**config.mk**
```make
export PLATFORM = sky130hd
export DESIGN_NAME = window3x3_gen
export DESIGN_NICKNAME = d
export VERILOG_FILES = /design/src/rtl/vt512_conv_pkg.sv /design/src/rtl/window3x3_gen_line_buf_ram.sv /design/src/rtl/window3x3_gen.sv
export SDC_FILE = /design/constraint.sdc
export NUM_CORES = 1
export LEC_CHECK = 0
export CORE_ASPECT_RATIO = 1.1
export CORE_MARGIN = 4
export CORE_UTILIZATION = 25
export CTS_CLUSTER_SIZE = 24
export DETAILED_ROUTE_END_ITERATION = 10
export MAX_ROUTING_LAYER = met4
export PLACE_DENSITY = 0.48
export SKIP_LAST_GASP = 1
export SLEW_MARGIN = 30
export SYNTH_ARGS = -nofsm -noshare
export SYNTH_HDL_FRONTEND = slang
export SYNTH_HIERARCHICAL = 1
export SYNTH_SLANG_ARGS = --single-unit
export TNS_END_PERCENT = 10
```
**constraint.sdc**
```tcl
create_clock -name clk -period 4.15 [get_ports clk]
set_clock_uncertainty 0.1 [all_clocks]
set_input_delay 0.83 -clock clk [delete_from_list [all_inputs] [get_ports clk]]
set_output_delay 0.83 -clock clk [all_outputs]
set_load 0.03 [all_outputs]
```
**src/rtl/vt512_conv_pkg.sv**
```systemverilog
// Types and constants shared between the window generator and the 3x3 convolution stage.
package vt512_conv_pkg;

  localparam int unsigned WIN = 3;

  typedef logic [7:0] pixel_t;
  typedef pixel_t [WIN-1:0][WIN-1:0] window_t;

endpackage

```
**src/rtl/window3x3_gen_line_buf_ram.sv**
```systemverilog
// Single-port read-before-write line buffer; read is asynchronous so the old entry
// is visible in the same cycle it is overwritten. Swappable for an SRAM macro.
module line_buf_ram #(
  parameter int DEPTH  = 32,
  parameter int DATA_W = 8,
  parameter int ADDR_W = $clog2(DEPTH)
) (
  input  logic              clk,
  input  logic              we,
  input  logic [ADDR_W-1:0] addr,
  input  logic [DATA_W-1:0] wdata,
  output logic [DATA_W-1:0] rdata
);

  logic [DATA_W-1:0] mem [DEPTH];

  assign rdata = mem[addr];

  always_ff @(posedge clk) begin
    if (we) begin
      mem[addr] <= wdata;
    end
  end

endmodule

```
**src/rtl/window3x3_gen.sv**
```systemverilog
// Raster-stream 3x3 sliding-window generator: two line buffers, a 3x3 shift register
// and a registered output; emits only fully interior windows.
module window3x3_gen
  import vt512_conv_pkg::*;
#(
  parameter int IMG_W  = 32,
  parameter int IMG_H  = 32,
  parameter int DATA_W = 8
) (
  input  logic                          clk,
  input  logic                          rst,
  input  logic                          in_valid,
  output logic                          in_ready,
  input  logic [DATA_W-1:0]             in_data,
  output logic                          out_valid,
  input  logic                          out_ready,
  output logic [2:0][2:0][DATA_W-1:0]   out_window,
  output logic                          out_last
);

  localparam int CW = $clog2(IMG_W);
  localparam int RW = $clog2(IMG_H);

  typedef logic [WIN-1:0][WIN-1:0][DATA_W-1:0] win_t;

  logic [CW-1:0]     col;
  logic [RW-1:0]     row;
  logic [DATA_W-1:0] lb0_rd;
  logic [DATA_W-1:0] lb1_rd;
  win_t              shreg;
  win_t              shreg_next;
  logic              accept;
  logic              emit;
  logic              col_end;
  logic              row_end;

  assign in_ready = !out_valid || out_ready;
  assign accept   = in_valid && in_ready;
  assign col_end  = (col == CW'(IMG_W - 1));
  assign row_end  = (row == RW'(IMG_H - 1));
  assign emit     = accept && (row >= RW'(2)) && (col >= CW'(2));

  // lb1 holds row-1, lb0 holds row-2; each transfer ages lb1[col] into lb0[col].
  line_buf_ram #(
    .DEPTH  (IMG_W),
    .DATA_W (DATA_W),
    .ADDR_W (CW)
  ) lb0 (
    .clk   (clk),
    .we    (accept),
    .addr  (col),
    .wdata (lb1_rd),
    .rdata (lb0_rd)
  );

  line_buf_ram #(
    .DEPTH  (IMG_W),
    .DATA_W (DATA_W),
    .ADDR_W (CW)
  ) lb1 (
    .clk   (clk),
    .we    (accept),
    .addr  (col),
    .wdata (in_data),
    .rdata (lb1_rd)
  );

  always_comb begin
    shreg_next = shreg;
    for (int unsigned i = 0; i < WIN; i++) begin
      shreg_next[i][0] = shreg[i][1];
      shreg_next[i][1] = shreg[i][2];
    end
    shreg_next[0][2] = lb0_rd;
    shreg_next[1][2] = lb1_rd;
    shreg_next[2][2] = in_data;
  end

  always_ff @(posedge clk or posedge rst) begin
    if (rst) begin
      col   <= '0;
      row   <= '0;
      shreg <= '0;
    end else if (accept) begin
      shreg <= shreg_next;
      if (col_end) begin
        col <= '0;
        row <= row_end ? '0 : row + RW'(1);
      end else begin
        col <= col + CW'(1);
      end
    end
  end

  // A new window wins over retiring the old one, so out_valid stays set on overlap.
  always_ff @(posedge clk or posedge rst) begin
    if (rst) begin
      out_valid  <= 1'b0;
      out_last   <= 1'b0;
      out_window <= '0;
    end else if (emit) begin
      out_valid  <= 1'b1;
      out_last   <= row_end && col_end;
      out_window <= shreg_next;
    end else if (out_ready) begin
      out_valid  <= 1'b0;
    end
  end

endmodule
```
Word-level counts from Yosys, hierarchy flattened --
Memories as Yosys holds them, arrays and structs flattened. Index checks and enable logic that the tools add are counted.
Operators by class: $add $sub $neg 2, order comparisons 2, eq/ne operators 2, multiplexer cells 6, reduce and logical (&&, ||, !) cells 8
Operators with widths (count):
- 5-bit by 1-bit adder with 5-bit output, second input constant | 2
- 5-bit equality test, second input constant | 2
- 5-bit by 2-bit >= comparator with 1-bit output, second input constant | 2
- 5-bit 2-to-1 mux | 2
- 1-bit logical AND | 4
- 1-bit 2-to-1 mux | 4
- 2-bit AND reduction | 1
- 2-bit nonzero test | 1
- 1-bit zero test | 1
- 1-bit logical OR | 1
Storage, ports and cells: register bits after elaboration 132, RAM bits 512, bits of input ports 12, output and inout port bits 75, word-level logic and storage cells 41, memories kept 2
Memories:
- lb0.mem | depth 32, bits a word 8, read ports 1, clocked after memory_dff 0, wr ports 1, line window3x3_gen_line_buf_ram.sv:15 | logic [DATA_W-1:0] mem [DEPTH];
- lb1.mem | depth 32, bits a word 8, read ports 1, clocked after memory_dff 0, wr ports 1, line window3x3_gen_line_buf_ram.sv:15

Depth between registers and ports, before layout --
word-level depth 6, gate-level depth with buffers 9, gate-level depth less buffers 6

By module --
Netlist, hierarchy kept.
Modules (own cells, without submodules):
- line_buf_ram | times used 2, cells an instance 568, area each 10045.9 um^2, seq. area each 7687.4 um^2
- window3x3_gen | times used 1, cells an instance 470, area each 5191.2 um^2, seq. area each 3303.2 um^2

Least setup slack after synthesis --
No wires, ideal clock.
kind input-to-reg, from input port out_ready, to memory lb0.mem[24][0] (enable), setup time 383 ps, data arrival time 3124 ps, data required time 3667 ps, setup slack 543 ps, stages 7, buffers on the path 2, cells stage by stage nand2b_1 > nand2_1 > inv_2 > clkbuf_1 > or3b_2 > clkbuf_1 > nor3_1
Between the ends: word-level cells in the longest chain between the ends 4
RTL lines:
- start, declared | line window3x3_gen.sv:16 | input logic out_ready,
- 1-bit logical OR | line window3x3_gen.sv:37 | assign in_ready = !out_valid || out_ready;
- 1-bit logical AND | line window3x3_gen.sv:38 | assign accept = in_valid && in_ready;
- net accept | line window3x3_gen.sv:32 | logic accept;
- 1-bit 2-to-1 mux | line window3x3_gen_line_buf_ram.sv:20 | if (we) begin
- 1-bit 2-to-1 mux (not written as such) | line window3x3_gen_line_buf_ram.sv:21 | mem[addr] <= wdata;
- end, declared | line window3x3_gen_line_buf_ram.sv:15
The timed path passes the listed nets, and every way through them passes these cells.

Final worst setup path --
from register col[1], to register out_window[41] (netlist name)
Between the ends: elaborated cells between the ends (all ways) 3, those cells by class order compare: 1; reduce/logical: 1; memory: 1
RTL lines:
- start, declared | line window3x3_gen.sv:26 | logic [CW-1:0] col;
- start signal, assigned | line window3x3_gen.sv:90 | col <= col + CW'(1);
- memory read 32 x 8 bit
- net lb1_rd[1] | line window3x3_gen.sv:29 | logic [DATA_W-1:0] lb1_rd;
- end signal, assigned | line window3x3_gen.sv:104 | out_window <= shreg_next;
- end, declared | line window3x3_gen.sv:17 | output logic [2:0][2:0][DATA_W-1:0] out_window,
The timed path passes the listed nets, and every way through them passes these cells. A chain may end at the register's enable or synchronous reset.

==> flow_summary.toml <==
[cts]
clock_path_buffers = 3
cts_tree = "yes"
cts_made_buffers = 68
postCtsHoldBufs = 0
clock-sinks = 644
cts_setup_buffers = 0
cts-root-buf = "clkbuf_16"
path_clk_slew_ps = 60
postCtsResizedCells = 0
clk_latency_ps = 600
htreeDepth = 3

[die]
core_um2 = 100000
ios = 87
initial_core_util_pct = 25.2
fp.dieH_um = 342
dieArea_um2 = 106000
rows = 122
die_w_um = 311

[timing]
fmax_mhz = 289
finalWorstSetupSlack_ps = 693
relSlewSlack_pct = 41.2
finalMaxSlewViolations = 0
hold_viol = 0
worstMarginPinSlew_ps = 882
setup_viol_count_final = 0
layout_min_cycle_time_ps = 3460
min_period_over_period_pct = 83.3
grt_setup_unrepaired = "false"
fin_setup_tns_ps = 0

[drt]
vias_per_cell = 4.44
ant_nets = 0
wl_um = 61700
drt_iter0_markers = 927
wl_per_cell_um = 20.0
via_count = 13700
drc = 0
first_pass_iters = 5

[global_route]
antenna_found_initial = 1
grt_max_degree = 133
grt_pass1_wl_um = 92600
grt_use_total_pct = 11.8
grt_pass1_vias = 14300
grt_overflow = 0

[pwr]
powerDensity_nw_per_um2 = 757
vdd_ir_drop_max_v = 0.000402
p_leak_nw = 10.8

[min_path]
hold_class = "reg2reg"

[synthesis]
avgSynthCellArea_um2 = 15.7
syn-cell-area_um2 = 25300
postSynthCellCount = 1606
synth_fp_nets = 1624
seq_area_frac_synth_pct = 73.9
ys_seq_elements = 644
ys_warn_count = 6
synth.distinct_cells = 40

[run]
cap_violations = 0

[cells_and_area]
drive_above_1_share_pct = 11.6
final_cell_mix = "edfxtp_1 (512), mux2i_1 (256), nand2_1 (172), o22ai_1 (171), dfrtp_1 (130)"
nets = 1746
syn2layout_area_growth_pct = 18.7
fillers = 9970
final_common_cell = "edfxtp_1"

[setup_path]
start_kind = "register"
end_kind = "register"
path_class = "reg2reg"
cp_max_fo = 36
crit_required_ps = 4490
crit_arrival_ps = 3800

[outcome]
status = "finished, final reports clean"

[placed_design]
dp_hpwl_um = 39900
place_congestion = 0.817
portBuffers = 86
place_ws_ps = 597
==> layer usage <==
metal	wire length, µm	global-route usage, %	vias to the layer above
li1	-	-	6372
met3	2660	2.19	102
met4	1760	4.09	0
met1	27500	15.0	6948
met2	29800	18.9	289
met5	0	-	-
==> synth_stat cells <==
cell | instances | area [µm²]
or4_1 | 2 | 15.0
clkbuf_1 | 24 | 90.1
nand3_1 | 7 | 35.0
o22ai_2 | 2 | 25.0
nand3b_1 | 9 | 67.6
mux2i_1 | 256 | 2560
nor4_1 | 33 | 206
mux2_2 | 8 | 90.1
dfrtp_1 | 132 | 3300
nand2b_1 | 1 | 6.26
or3_1 | 4 | 25.0
o2bb2ai_4 | 1 | 27.5
edfxtp_1 | 512 | 15400
nor2_1 | 62 | 233
buf_6 | 11 | 124
or3b_2 | 6 | 52.6
nor2b_1 | 1 | 6.26
nand4bb_1 | 10 | 113
nand2_1 | 173 | 649
o21ai_0 | 7 | 35.0
a221o_1 | 1 | 10.0
inv_1 | 49 | 184
and3_1 | 2 | 12.5
nand4b_1 | 8 | 70.1
o22ai_1 | 171 | 1070
or4_4 | 1 | 11.3
nor2_4 | 1 | 11.3
nand4_1 | 3 | 18.8
or4bb_1 | 2 | 22.5
or4b_1 | 8 | 80.1
mux2_4 | 21 | 315
ha_1 | 6 | 75.1
a31oi_1 | 1 | 6.26
or4b_2 | 1 | 10.0
buf_1 | 7 | 26.3
clkbuf_2 | 2 | 10.0
o31ai_1 | 2 | 15.0
inv_2 | 1 | 3.75
buf_2 | 49 | 245
nor3_1 | 9 | 45.0
==> area by class of cell <==
type,instances,area [µm²],share of cell area (%)
Multi-Input combinational cell,819,5920,19.7
Clock buffer,90,1860,6.18
Inverter,50,191,0.638
Tap cell,1302,1630,5.43
Sequential cell,644,18700,62.2
Timing Repair Buffer,145,1370,4.55
Antenna cell,1,2.50,0.00834
Clock inverter,35,369,1.23
==> worst max-delay path: stages (launching register included) <==
cell     delay [ps]
dfrtp_4         890
buf_12          260
buf_4           190
mux2i_1         200
o22ai_1         160
nor4_1          670
nand2_1         220
buf_4           320
nand2_1         140
o22ai_1          80
==> kinds of logic (layout without fill, tap and decap cells) <==
family                     after synthesis  count (layout)  synth area share [%]
other                                    0               1                     0
muxes                                  285             285                  11.7
DFF                                    644             644                  73.9
buffers and inverters                  143             320                  2.70
adders and majority gates                6               6                 0.297
AOI/OAI and AO/OA                      185             185                  4.70
and+or+nand+nor                        343             343                  6.69
==> worst paths after layout <==
check                               start             end  slack [ps]  cells after the start
worst max register to register     col[1]  out_window[41]         690                      9
min in group asynchronous             rst  out_window[35]         700                      3
max in group asynchronous             rst          col[1]        2720                      3
worst min register to register  shreg[71]       shreg[71]         370                      2
worst max-delay path               col[1]  out_window[41]         690                      9
worst min-delay path            shreg[71]       shreg[71]         370                      2
==> metrics by stage <==
stage | total power, mW | util, % | instance area [µm²] | instances | hold WS [ps]
5_1_grt | 23.8 | 29.9 | 30000 | 3086 | 392
2_1_floorplan | 13.7 | - | 25300 | 1606 | 340
6_report | 22.7 | 29.9 | 30000 | 3086 | 374
3_5_place_dp | 16.9 | 27.7 | 27800 | 2960 | 363
4_1_cts | 23.1 | 29.9 | 30000 | 3085 | 375
3_3_place_gp | 16.9 | 27.7 | 27800 | 2960 | 356
==> flip-flops by register name (all words and copies together), names as in the netlist <==
name        flops
out_window     72
col             5
shreg          48
lb1/mem       256
out_last        1
row             5
out_valid       1
lb0/mem       256
==> power breakdown <==
part	switching (mW)	internal, mW
clock	2.44	3.60
combinational	4.79	2.45
sequential	0.593	8.83
total	7.83	14.9
Note: power is estimated with default switching activity, not from simulation.
==> edit (config.mk and constraints unchanged) <==
The parameter `IMG_W` goes from 32 to 16.
--- a/src/rtl/window3x3_gen.sv
+++ b/src/rtl/window3x3_gen.sv
@@ -3,7 +3,7 @@
 module window3x3_gen
   import vt512_conv_pkg::*;
 #(
-  parameter int IMG_W  = 32,
+  parameter int IMG_W  = 16,
   parameter int IMG_H  = 32,
   parameter int DATA_W = 8
 ) (
Check against the original RTL: no difference found for any inputs over 10 cycles, from zero or initial values and one cycle with rst high; that may be too few to reach the edited logic, so the function may still have changed.
==> edit against the original RTL <==
Largest cell class unchanged. Via count decreased by 44%. Wire length decreased by 46%. Final area decreased by 39%. Area after synthesis decreased by 40%. Sequential cell count decreased by 257. Worst setup slack improved by 0.28 ns. Core utilization increased by 0.76 points. Global-route usage decreased by 1.3 points. Power decreased by 37%. Maximum frequency increased by 8.7%.
==> edit: results (changes against the original RTL) <==
| Metric | Value |
|---|---|
| Post-synthesis adder-cell area fraction | 0.4110% (+0.11 points) |
| H-tree Lvls | 2 (-1) |
| Final Util | 30.66% (+0.76 points) |
| Diodes inserted | 0 (-1) |
| WL/cell | 18.08 um (-9.6%) |
| Met3 Use GR | 1.708% (-0.48 points) |
| Placed Cells | 1760 (-41%) |
| First-pass DRT Iterations | 4 (-1) |
| Hold slack final | 0.3727 ns (-0.001064 ns) |
| Global-route wire length before repair | 51390 um (-45%) |
| Max_slew headroom | 44.05% (+2.9 points) |
| GR Util met2 | 16.67% (-2.2 points) |
| Ranking of synthesized cells by area | edfxtp_1, dfrtp_1, mux4_2 |
| Post-Place Worst Slack | 0.7825 ns (+0.1860 ns) |
| Pleak | 6.813 nW (-37%) |
| Clk_lat worst skew | 0.54 ns (-0.06 ns) |
| Synth Area in XOR/XNOR | 0.05754% (+0.058 points) |
| Initial antenna violation count | 0 (-1) |
| WL final | 33150 um (-46%) |
| Fin nets | 1003 (-43%) |
| Metal3 WL | 1125 um (-58%) |
| HP Start | shreg[57] |
| Area share of the largest cell type after synthesis | 50.50% (-10 points) |
| Part of the cycle the worst path needs | 76.67% (-6.6 points) |
| Maximum VDD drop | 415.5 uV (+3.4%) |
| Number of flops mapped to enable cells by yosys | 256 (-50%) |
| Largest net degree at the start of global routing | 132 (-0.75%) |
| Via count | 7715 (-44%) |
| Filler cells | 5919 (-41%) |
| Status | completed |
| Vias in the first global route | 8185 (-43%) |
| Worst-path maximum fanout | 45 (+25%) |
| Most frequent cells after synthesis | edfxtp_1, nand2_1, dfrtp_1, mux2_4, mux4_2 |
| GR Util met1 | 14.05% (-0.96 points) |
| Seq/Total Area, Yosys | 72.04% (-1.8 points) |
| Top Registers | lb0/mem (128), lb1/mem (128), out_window (72) |
| DR WL met2 | 16050 um (-46%) |
| Complex-gate fraction of the synthesized area | 1.989% (-2.7 points) |
| Total GRT Usage | 10.42% (-1.3 points) |
edit: power breakdown:
group          internal, mW  switching [mW]  total [mW]  leakage (nW)
logic                  2.12            2.67        4.80          2.18
registers              5.35           0.623        5.97          4.01
clock network          2.07            1.49        3.56         0.624
edit: layout make-up:
cell class              count  share of cell area (%)
multi-input cells         423                   21.28
clock inverters            24                   1.209
clock buffers              50                   5.752
repair buffers            128                   6.520
inverters                   6                  0.1426
well taps                 816                   5.542
flip-flops and latches    387                   59.56
edit: path summary, 6_finish.rpt:
path	endpoint	cells past startpoint
min in group asynchronous	out_window[25]	3
min reg2reg	shreg[57]	2
min	shreg[57]	2
max	out_window[46]	4
max in group asynchronous	col[0]	3
max reg2reg	out_window[46]	4
edit: critical path: cells and delay by family, from the launching register on:
kind            cells  cell delay (ns)
mux                 2             1.11
flops               1             0.95
simple gates        1             0.56
compound gates      1             0.29
